### config.mk
export PLATFORM = sky130hd
export DESIGN_NAME = mem_port_arbiter_flat
export DESIGN_NICKNAME = d
export VERILOG_FILES = /design/src/rtl/mem_port_arbiter_if.sv /design/src/rtl/mem_port_arbiter.sv /design/src/flat_wrapper.sv
export SDC_FILE = /design/constraint.sdc
export NUM_CORES = 1
export LEC_CHECK = 0
export ABC_CLOCK_PERIOD_IN_PS = 4600
export CAP_MARGIN = 20
export CORE_MARGIN = 5
export CORE_UTILIZATION = 38
export CTS_CLUSTER_DIAMETER = 100
export DETAILED_ROUTE_END_ITERATION = 12
export PLACE_DENSITY = 0.86
export RECOVER_POWER = 25
export SLEW_MARGIN = 20
export SYNTH_ARGS = -nofsm -noshare
export SYNTH_HDL_FRONTEND = slang
export SYNTH_SLANG_ARGS = --single-unit
### constraint.sdc
create_clock -name clk -period 4.6 [get_ports clk]
set_clock_uncertainty 0.15 [all_clocks]
set_input_delay 0.92 -clock clk [delete_from_list [all_inputs] [get_ports clk]]
set_output_delay 0.92 -clock clk [all_outputs]
set_load 0.05 [all_outputs]
### src/rtl/mem_port_arbiter_if.sv
// rtl/mem_port_arbiter_if.sv - requester and memory-side signal bundle for mem_port_arbiter
interface mem_port_arbiter_if #(
  parameter int ADDR_W = 32,
  parameter int DATA_W = 32
);
  logic              req0;
  logic              we0;
  logic [ADDR_W-1:0] addr0;
  logic [DATA_W-1:0] wdata0;
  logic              gnt0;
  logic              rvalid0;
  logic              req1;
  logic              we1;
  logic [ADDR_W-1:0] addr1;
  logic [DATA_W-1:0] wdata1;
  logic              gnt1;
  logic              rvalid1;
  logic [DATA_W-1:0] rdata;
  logic [ADDR_W-1:0] mem_addr;
  logic [DATA_W-1:0] mem_wdata;
  logic              mem_wen;
  logic [DATA_W-1:0] mem_rdata;
  logic              busy;

  modport slave (
    input  req0, we0, addr0, wdata0, req1, we1, addr1, wdata1, mem_rdata,
    output gnt0, rvalid0, gnt1, rvalid1, rdata, mem_addr, mem_wdata, mem_wen, busy
  );

  modport master (
    output req0, we0, addr0, wdata0, req1, we1, addr1, wdata1, mem_rdata,
    input  gnt0, rvalid0, gnt1, rvalid1, rdata, mem_addr, mem_wdata, mem_wen, busy
  );
endinterface

### src/rtl/mem_port_arbiter.sv
// rtl/mem_port_arbiter.sv - two-port round-robin arbiter onto a single memory port
// MEM_ARB_CPU_PRIORITY_EN: when defined, port 0 wins every tie (fixed priority).
module mem_port_arbiter #(
  parameter int ADDR_W = 32,
  parameter int DATA_W = 32,
  parameter int RD_LAT = 1
) (
  input  logic               clk,
  input  logic               rst,
  mem_port_arbiter_if.slave  bus_io
);

  typedef enum logic [1:0] {
    IDLE  = 2'd0,
    ISSUE = 2'd1,
    WAIT  = 2'd2
  } state_e;

  localparam logic [2:0] RD_LAT_C = 3'(RD_LAT);

  state_e            state_q, state_d;
  logic              lat_port_q, lat_port_d;
  logic              lat_we_q, lat_we_d;
  logic [ADDR_W-1:0] lat_addr_q, lat_addr_d;
  logic [DATA_W-1:0] lat_wdata_q, lat_wdata_d;
  logic              last_gnt_q, last_gnt_d;
  logic [2:0]        wait_cnt_q, wait_cnt_d;
  logic              win_port;

  always_comb begin
`ifdef MEM_ARB_CPU_PRIORITY_EN
    win_port = ~bus_io.req0;
`else
    // On a tie the port that was not granted last goes next.
    win_port = (bus_io.req0 && bus_io.req1) ? ~last_gnt_q : bus_io.req1;
`endif
  end

  always_ff @(posedge clk) begin
    if (!rst) begin
      state_q     <= IDLE;
      lat_port_q  <= 1'b0;
      lat_we_q    <= 1'b0;
      lat_addr_q  <= '0;
      lat_wdata_q <= '0;
      last_gnt_q  <= 1'b1;
      wait_cnt_q  <= 3'd0;
    end else begin
      state_q     <= state_d;
      lat_port_q  <= lat_port_d;
      lat_we_q    <= lat_we_d;
      lat_addr_q  <= lat_addr_d;
      lat_wdata_q <= lat_wdata_d;
      last_gnt_q  <= last_gnt_d;
      wait_cnt_q  <= wait_cnt_d;
    end
  end

  always_comb begin
    state_d        = state_q;
    lat_port_d     = lat_port_q;
    lat_we_d       = lat_we_q;
    lat_addr_d     = lat_addr_q;
    lat_wdata_d    = lat_wdata_q;
    last_gnt_d     = last_gnt_q;
    wait_cnt_d     = wait_cnt_q;
    bus_io.gnt0    = 1'b0;
    bus_io.gnt1    = 1'b0;
    bus_io.rvalid0 = 1'b0;
    bus_io.rvalid1 = 1'b0;
    bus_io.mem_wen = 1'b0;

    unique case (state_q)
      IDLE: begin
        if (bus_io.req0 || bus_io.req1) begin
          lat_port_d  = win_port;
          lat_we_d    = win_port ? bus_io.we1    : bus_io.we0;
          lat_addr_d  = win_port ? bus_io.addr1  : bus_io.addr0;
          lat_wdata_d = win_port ? bus_io.wdata1 : bus_io.wdata0;
          state_d     = ISSUE;
        end
      end
      ISSUE: begin
        bus_io.gnt0    = ~lat_port_q;
        bus_io.gnt1    = lat_port_q;
        bus_io.mem_wen = lat_we_q;
        last_gnt_d     = lat_port_q;
        if (lat_we_q) begin
          state_d = IDLE;
        end else begin
          state_d    = WAIT;
          wait_cnt_d = 3'd1;
        end
      end
      WAIT: begin
        if (wait_cnt_q == RD_LAT_C) begin
          bus_io.rvalid0 = ~lat_port_q;
          bus_io.rvalid1 = lat_port_q;
          state_d        = IDLE;
        end else begin
          wait_cnt_d = wait_cnt_q + 3'd1;
        end
      end
      default: state_d = IDLE;
    endcase
  end

  // Address and data come straight from the latches so they stay stable through WAIT.
  assign bus_io.mem_addr  = lat_addr_q;
  assign bus_io.mem_wdata = lat_wdata_q;
  assign bus_io.rdata     = bus_io.mem_rdata;
  assign bus_io.busy      = (state_q != IDLE);

endmodule

### src/flat_wrapper.sv
// flat-port wrapper written by rule: the top's interface ports become plain ports
module mem_port_arbiter_flat 
#(
  parameter int ADDR_W = 32,
  parameter int DATA_W = 32,
  parameter int RD_LAT = 1
)
  (clk, rst, bus_io_req0, bus_io_we0, bus_io_addr0, bus_io_wdata0, bus_io_req1, bus_io_we1, bus_io_addr1, bus_io_wdata1, bus_io_mem_rdata, bus_io_gnt0, bus_io_rvalid0, bus_io_gnt1, bus_io_rvalid1, bus_io_rdata, bus_io_mem_addr, bus_io_mem_wdata, bus_io_mem_wen, bus_io_busy);
  mem_port_arbiter_if #(.ADDR_W(ADDR_W), .DATA_W(DATA_W)) bus_io_i ();
  input  logic clk;
  input  logic rst;
  input wire logic [$bits(bus_io_i.req0)-1:0] bus_io_req0;
  input wire logic [$bits(bus_io_i.we0)-1:0] bus_io_we0;
  input wire logic [$bits(bus_io_i.addr0)-1:0] bus_io_addr0;
  input wire logic [$bits(bus_io_i.wdata0)-1:0] bus_io_wdata0;
  input wire logic [$bits(bus_io_i.req1)-1:0] bus_io_req1;
  input wire logic [$bits(bus_io_i.we1)-1:0] bus_io_we1;
  input wire logic [$bits(bus_io_i.addr1)-1:0] bus_io_addr1;
  input wire logic [$bits(bus_io_i.wdata1)-1:0] bus_io_wdata1;
  input wire logic [$bits(bus_io_i.mem_rdata)-1:0] bus_io_mem_rdata;
  output wire logic [$bits(bus_io_i.gnt0)-1:0] bus_io_gnt0;
  output wire logic [$bits(bus_io_i.rvalid0)-1:0] bus_io_rvalid0;
  output wire logic [$bits(bus_io_i.gnt1)-1:0] bus_io_gnt1;
  output wire logic [$bits(bus_io_i.rvalid1)-1:0] bus_io_rvalid1;
  output wire logic [$bits(bus_io_i.rdata)-1:0] bus_io_rdata;
  output wire logic [$bits(bus_io_i.mem_addr)-1:0] bus_io_mem_addr;
  output wire logic [$bits(bus_io_i.mem_wdata)-1:0] bus_io_mem_wdata;
  output wire logic [$bits(bus_io_i.mem_wen)-1:0] bus_io_mem_wen;
  output wire logic [$bits(bus_io_i.busy)-1:0] bus_io_busy;
  assign bus_io_i.req0 = bus_io_req0;
  assign bus_io_i.we0 = bus_io_we0;
  assign bus_io_i.addr0 = bus_io_addr0;
  assign bus_io_i.wdata0 = bus_io_wdata0;
  assign bus_io_i.req1 = bus_io_req1;
  assign bus_io_i.we1 = bus_io_we1;
  assign bus_io_i.addr1 = bus_io_addr1;
  assign bus_io_i.wdata1 = bus_io_wdata1;
  assign bus_io_i.mem_rdata = bus_io_mem_rdata;
  assign bus_io_gnt0 = bus_io_i.gnt0;
  assign bus_io_rvalid0 = bus_io_i.rvalid0;
  assign bus_io_gnt1 = bus_io_i.gnt1;
  assign bus_io_rvalid1 = bus_io_i.rvalid1;
  assign bus_io_rdata = bus_io_i.rdata;
  assign bus_io_mem_addr = bus_io_i.mem_addr;
  assign bus_io_mem_wdata = bus_io_i.mem_wdata;
  assign bus_io_mem_wen = bus_io_i.mem_wen;
  assign bus_io_busy = bus_io_i.busy;
  mem_port_arbiter #(.ADDR_W(ADDR_W), .DATA_W(DATA_W), .RD_LAT(RD_LAT)) u_core (.clk(clk), .rst(rst), .bus_io(bus_io_i));
endmodule
==> impl_metrics.yaml, run 1 <==
min_path:
  hp-class: "register to register"
  min_path_cells: 2
  min-delay-start: "u_core.state_q[0]"
synth:
  yosysUniqueCellTypes: 32
  synth_edf_count: 0
  yosys-top-cells-area: "dfxtp_1 39%, a21oi_2 17%, a21oi_1 8.4%"
  async_flop_share: 0
  syn_nets: 618
  syn_inst: 447
  synth.most_common_cell: "dfxtp_1"
  yosys_warnings: 0
  ys_seq_area_frac: 0.391
  yosysTopAreaCell: "dfxtp_1"
  synth.ff_latch_count: 72
  synthTopCellsByCount: "72 x dfxtp_1, 70 x a21oi_2, 70 x nand2_1"
  syn_area_mm2: 0.00369
  avgSynthCellArea_um2: 8.25
  netlist.area_leader.share: 0.391
  synth_ff_type: "dfxtp_1"
outcome:
  status: "finished, violations left"
  failed_checks: "max-capacitance violations, max-slew violations"
setup_path:
  startpoint: "rst"
  start_kind: "input port"
  rr_startpoint: "u_core.last_gnt_q"
  critPathRequiredTime_ns: 4.70
  critPathCaptureType: "register"
  path_class: "input port to register"
  crit_fanout: 77
  reg2regPathDepth: 4
  critPathArrivalTime_ns: 3.74
sta:
  setup-violations-final: 0
  whs_ns: 0.334
  relSlewSlack: -0.964
  hold_viol: 0
  period_share: 0.791
  fin_crit_ns: 3.64
  rsz0062_at_grt: "no"
  worst_pin_slew_ns: 2.95
  fin_tns_setup_ns: 0
  max_freq_ghz: 0.275
  drv_slew: 78
route:
  drc: 0
  vias: 3724
  wirelength_mm: 12.1
  wl_per_cell_um: 16.5
  ant_nets: 0
  drtIter0Drc: 230
  first_pass_iters: 4
  via_per_inst: 5.07
clock_tree:
  path_clk_slew_ns: 0.07
  htreeDepth: 3
  clock-sinks: 72
  clk_latency_ns: 0.33
  post_cts_buffers: 0
  cts_buffers: 9
  cts_max_path_buffers: 2
  hold_buffers: 0
  cts_tree: "built"
  cts_root_buf: "clkbuf_8"
  cts_resized: 0
grt:
  grt_usage: 0.198
  grt_pass1_vias: 3807
  antenna_found_initial: 0
  grt_max_degree: 78
  overflow: 0
  grt_pass1_wl_mm: 18.6
cells_and_area:
  layout-drive-gt1-share: 0.154
  nNetsFinal: 768
  design_area_mm2: 0.00570
  antenna_cells: 0
  synthToLayoutAreaGrowth_pct: 54.4
  utilization: 0.591
power_and_ir_drop:
  p_leak_nw: 2.14
  report.power.total_mw: 2.49
  power.density_mw_per_mm2: 437
  ir_drop_uv: 203
floorplanning:
  die_area_mm2: 0.0118
  die_w_um: 109
  die_h_um: 109
  initial_core_util: 0.383
  rows: 36
  core_area_mm2: 0.00964
  io_pins: 268
placed_design:
  numPortBuffers: 203
  gp_congestion: 0.788
  placed_cell_area_mm2: 0.00549
  dp_hpwl_mm: 8.73
flow_run:
  max_cap_viol_count: 1
==> cell families after synthesis <==
family | share of synthesized area
simple gates | 0.0956
compound gates | 0.365
mux | 0.00271
buf+inv | 0.129
fa+ha+maj | 0.0170
flops | 0.391
==> cell type report <==
| class | count | area [µm²] |
|---|---|---|
| clock buffer | 13 | 159 |
| clock inverter | 3 | 40.0 |
| multi-input combinational | 300 | 1800 |
| timing repair buffer | 207 | 2070 |
| fill | 886 | 3940 |
| sequential | 72 | 1440 |
| inverter | 7 | 26.3 |
| tap | 133 | 166 |
==> metrics by stage <==
stage,setup slack [ns],instances
5_1_grt,0.726,735
3_5_place_dp,1.37,719
2_1_floorplan,2.16,447
6_report,0.962,735
4_1_cts,1.40,735
3_3_place_gp,1.42,719
==> critical path, stage by stage <==
cell      delay (ns)
clkbuf_1        2.04
o21ai_0         0.49
a21oi_2         0.26
==> cell usage in the layout (no fill, tap or decap), types with 2 or more instances in the layout <==
cell / instances
and3_1: 2
nor2_1: 4
nand2_1: 70
a22oi_1: 2
inv_1: 7
and2_1: 2
o21ai_0: 53
nor2b_1: 2
dlygate4sd3_1: 5
buf_4: 3
nand3b_1: 2
nand2b_1: 2
clkbuf_1: 3
clkbuf_8: 11
dfxtp_1: 72
ha_1: 5
a21oi_2: 70
a21oi_1: 62
clkdlybuf4s50_1: 197
clkinv_2: 2
o21ai_1: 13
==> flip-flops by register name, summed over array words and instances (netlist names) <==
signal                   flops
u_core.bus_io.mem_addr      32
u_core.bus_io.mem_wdata     32
u_core.last_gnt_q            1
u_core.lat_port_q            1
u_core.lat_we_q              1
u_core.state_q               2
u_core.wait_cnt_q            3
==> worst paths after layout <==
| check | endpoint | slack [ns] |
|---|---|---|
| worst max-delay path | u_core.lat_we_q | 0.96 |
| worst min-delay path | u_core.state_q[0] | 0.33 |
| worst max register to register | u_core.bus_io.mem_wdata[31] | 2.51 |
| worst min register to register | u_core.state_q[0] | 0.33 |
==> power breakdown <==
group          leakage, nW  internal [mW]  switching [mW]
Sequential           0.598          0.738          0.0622
Combinational         1.43          0.428           0.753
Clock                0.103          0.279           0.229
==> routing by layer <==
metal | up-vias | GRT usage | wire length [µm]
li1 | 1802 | - | -
met1 | 1720 | 0.219 | 4600
met5 | - | 0 | 0
met4 | 0 | 0.0857 | 392
met3 | 42 | 0.0603 | 1070
met2 | 160 | 0.350 | 6080
Power figures use the tool's default switching activity.
==> run 2: changes to the inputs <==
--- a/config.mk
+++ b/config.mk
@@ -5,13 +5,13 @@
 export SDC_FILE = /design/constraint.sdc
 export NUM_CORES = 1
 export LEC_CHECK = 0
-export ABC_CLOCK_PERIOD_IN_PS = 4600
+export ABC_CLOCK_PERIOD_IN_PS = 3200
 export CAP_MARGIN = 20
 export CORE_MARGIN = 5
-export CORE_UTILIZATION = 38
+export CORE_UTILIZATION = 31
 export CTS_CLUSTER_DIAMETER = 100
 export DETAILED_ROUTE_END_ITERATION = 12
-export PLACE_DENSITY = 0.86
+export PLACE_DENSITY = 0.74
 export RECOVER_POWER = 25
 export SLEW_MARGIN = 20
 export SYNTH_ARGS = -nofsm -noshare
==> constraint.sdc (replaced) <==
create_clock -name clk -period 3.2 [get_ports clk]
set_clock_uncertainty 0.15 [all_clocks]
set_input_delay 0.64 -clock clk [delete_from_list [all_inputs] [get_ports clk]]
set_output_delay 0.64 -clock clk [all_outputs]
set_load 0.05 [all_outputs]
==> run 2 against run 1 <==
Effect of this change: the run now ends clean; sequential power is 44% higher; highest routed layer unchanged; total power is 54% higher; cell count is 1.8% higher; setup slack worse by 0.63 ns; non-clock buffer count is 3 higher; final area is 1.7% higher; global-route usage is 2.7 points lower; combinational power is 43% higher; register-to-register slack worse by 1.4 ns; count of clock-buffer cells in the layout is 2 lower.
==> impl_metrics.yaml, run 2 (synthesized netlist as in run 1, its figures left out) <==
outcome:
  status: "finished clean"
clock_tree:
  post_cts_buffers: 0
  clock-sinks: 72
  htreeDepth: 3
  cts_resized: 0
  hold_buffers: 0
  cts_tree: "built"
  cts_root_buf: "clkbuf_16"
  clk_latency_ns: 0.33
  cts_buffers: 9
  cts_max_path_buffers: 2
  path_clk_slew_ns: 0.06
power_and_ir_drop:
  p_seq_frac: 0.301
  netSwitchingPower_mw: 1.54
  p_comb_frac: 0.443
  p_leak_nw: 2.18
  p_int_mw: 2.28
  switching_share: 0.403
  ir_drop_uv: 294
  power.density_mw_per_mm2: 660
  pwr-share-clk: 0.256
cells_and_area:
  final_cell_mix: "201 x clkdlybuf4s50_1, 72 x dfxtp_1, 70 x nand2_1"
  nNetsFinal: 771
  final_common_cell: "clkdlybuf4s50_1"
  design_area_mm2: 0.00579
  utilization: 0.501
  layout-drive-gt1-share: 0.152
  synthToLayoutAreaGrowth_pct: 57.0
  fin_cells: 748
  antenna_cells: 0
grt:
  grt_max_degree: 78
  grt_pass1_wl_mm: 19.8
  grt_pass1_vias: 3883
  overflow: 0
  grt_usage: 0.171
  antenna_found_initial: 0
sta:
  max_freq_ghz: 0.349
  worst_pin_slew_ns: 0.799
  rsz0062_at_grt: "no"
  hold_viol: 0
  fin_tns_setup_ns: 0
  fin_crit_ns: 2.87
  setup-violations-final: 0
  period_share: 0.896
  drv_slew: 0
  relSlewSlack: 0.467
placed_design:
  gp_congestion: 0.769
  place_inst: 732
  placed_cell_area_mm2: 0.00553
  numPortBuffers: 203
  dp_hpwl_mm: 8.84
setup_path:
  start_kind: "register"
  critPathCaptureType: "output pin"
  path_class: "register to output pin"
  crit_fanout: 6
  critPathArrivalTime_ns: 2.08
  critPathRequiredTime_ns: 2.41
  reg2regPathDepth: 6
floorplanning:
  die_area_mm2: 0.0142
  initial_core_util: 0.319
  core_area_mm2: 0.0116
  io_pins: 268
  die_h_um: 119
  die_w_um: 119
  rows: 39
flow_run:
  max_cap_viol_count: 0
route:
  wl_per_cell_um: 16.7
  ant_nets: 0
  drtIter0Drc: 104
  drc: 0
  wirelength_mm: 12.5
  first_pass_iters: 4
  via_per_inst: 4.96
  vias: 3713
min_path:
  min_path_cells: 2
  hp-class: "register to register"
run 2: critical path: stages, from the launching register on:
cell	delay [ns]
dfxtp_1	0.32
inv_1	0.08
ha_1	0.25
nand3b_1	0.16
nor2_1	0.12
clkdlybuf4s50_1	0.81
run 2: cell type report:
cell class / instances / area (µm²)
Clock inverter: 5 / 57.6
Fill cell: 1123 / 5770
Multi-Input combinational cell: 300 / 1760
Tap cell: 143 / 179
Clock buffer: 11 / 233
Inverter: 7 / 26.3
Timing Repair Buffer: 210 / 2090
Sequential cell: 72 / 1440
run 2: final timing paths:
check	startpoint	end	slack [ns]
max reg2reg	u_core.state_q[0]	u_core.lat_port_q	1.15
min	u_core.state_q[0]	u_core.state_q[0]	0.34
min reg2reg	u_core.state_q[0]	u_core.state_q[0]	0.34
max	u_core.state_q[0]	bus_io_rvalid0	0.33
run 2: power by group through the flow:
stage	combinational, mW	sequential [mW]	clock (mW)
2_1_floorplan	0.704	1.67	0
3_3_place_gp	1.69	1.16	0
3_5_place_dp	1.72	1.17	0
4_1_cts	1.72	1.15	1.02
5_1_grt	1.81	1.17	1.07
6_report	1.69	1.15	0.979
run 2: layer usage:
metal,part of all wire,wire (µm),global-route usage
met1,0.39,4820,0.178
met2,0.52,6480,0.318
met3,0.073,917,0.0583
met4,0.023,292,0.0644
met5,0,0,0
run 2: per-stage QoR:
stage / setup WS (ns) / hold slack [ns] / total power, mW
final: 0.331 / 0.336 / 3.82
after global routing: 0.180 / 0.373 / 4.04
after CTS: 0.288 / 0.337 / 3.89
after detailed placement: 0.656 / 0.329 / 2.89
after global placement: 0.719 / 0.313 / 2.85
after floorplan: 1.04 / 0.297 / 2.37
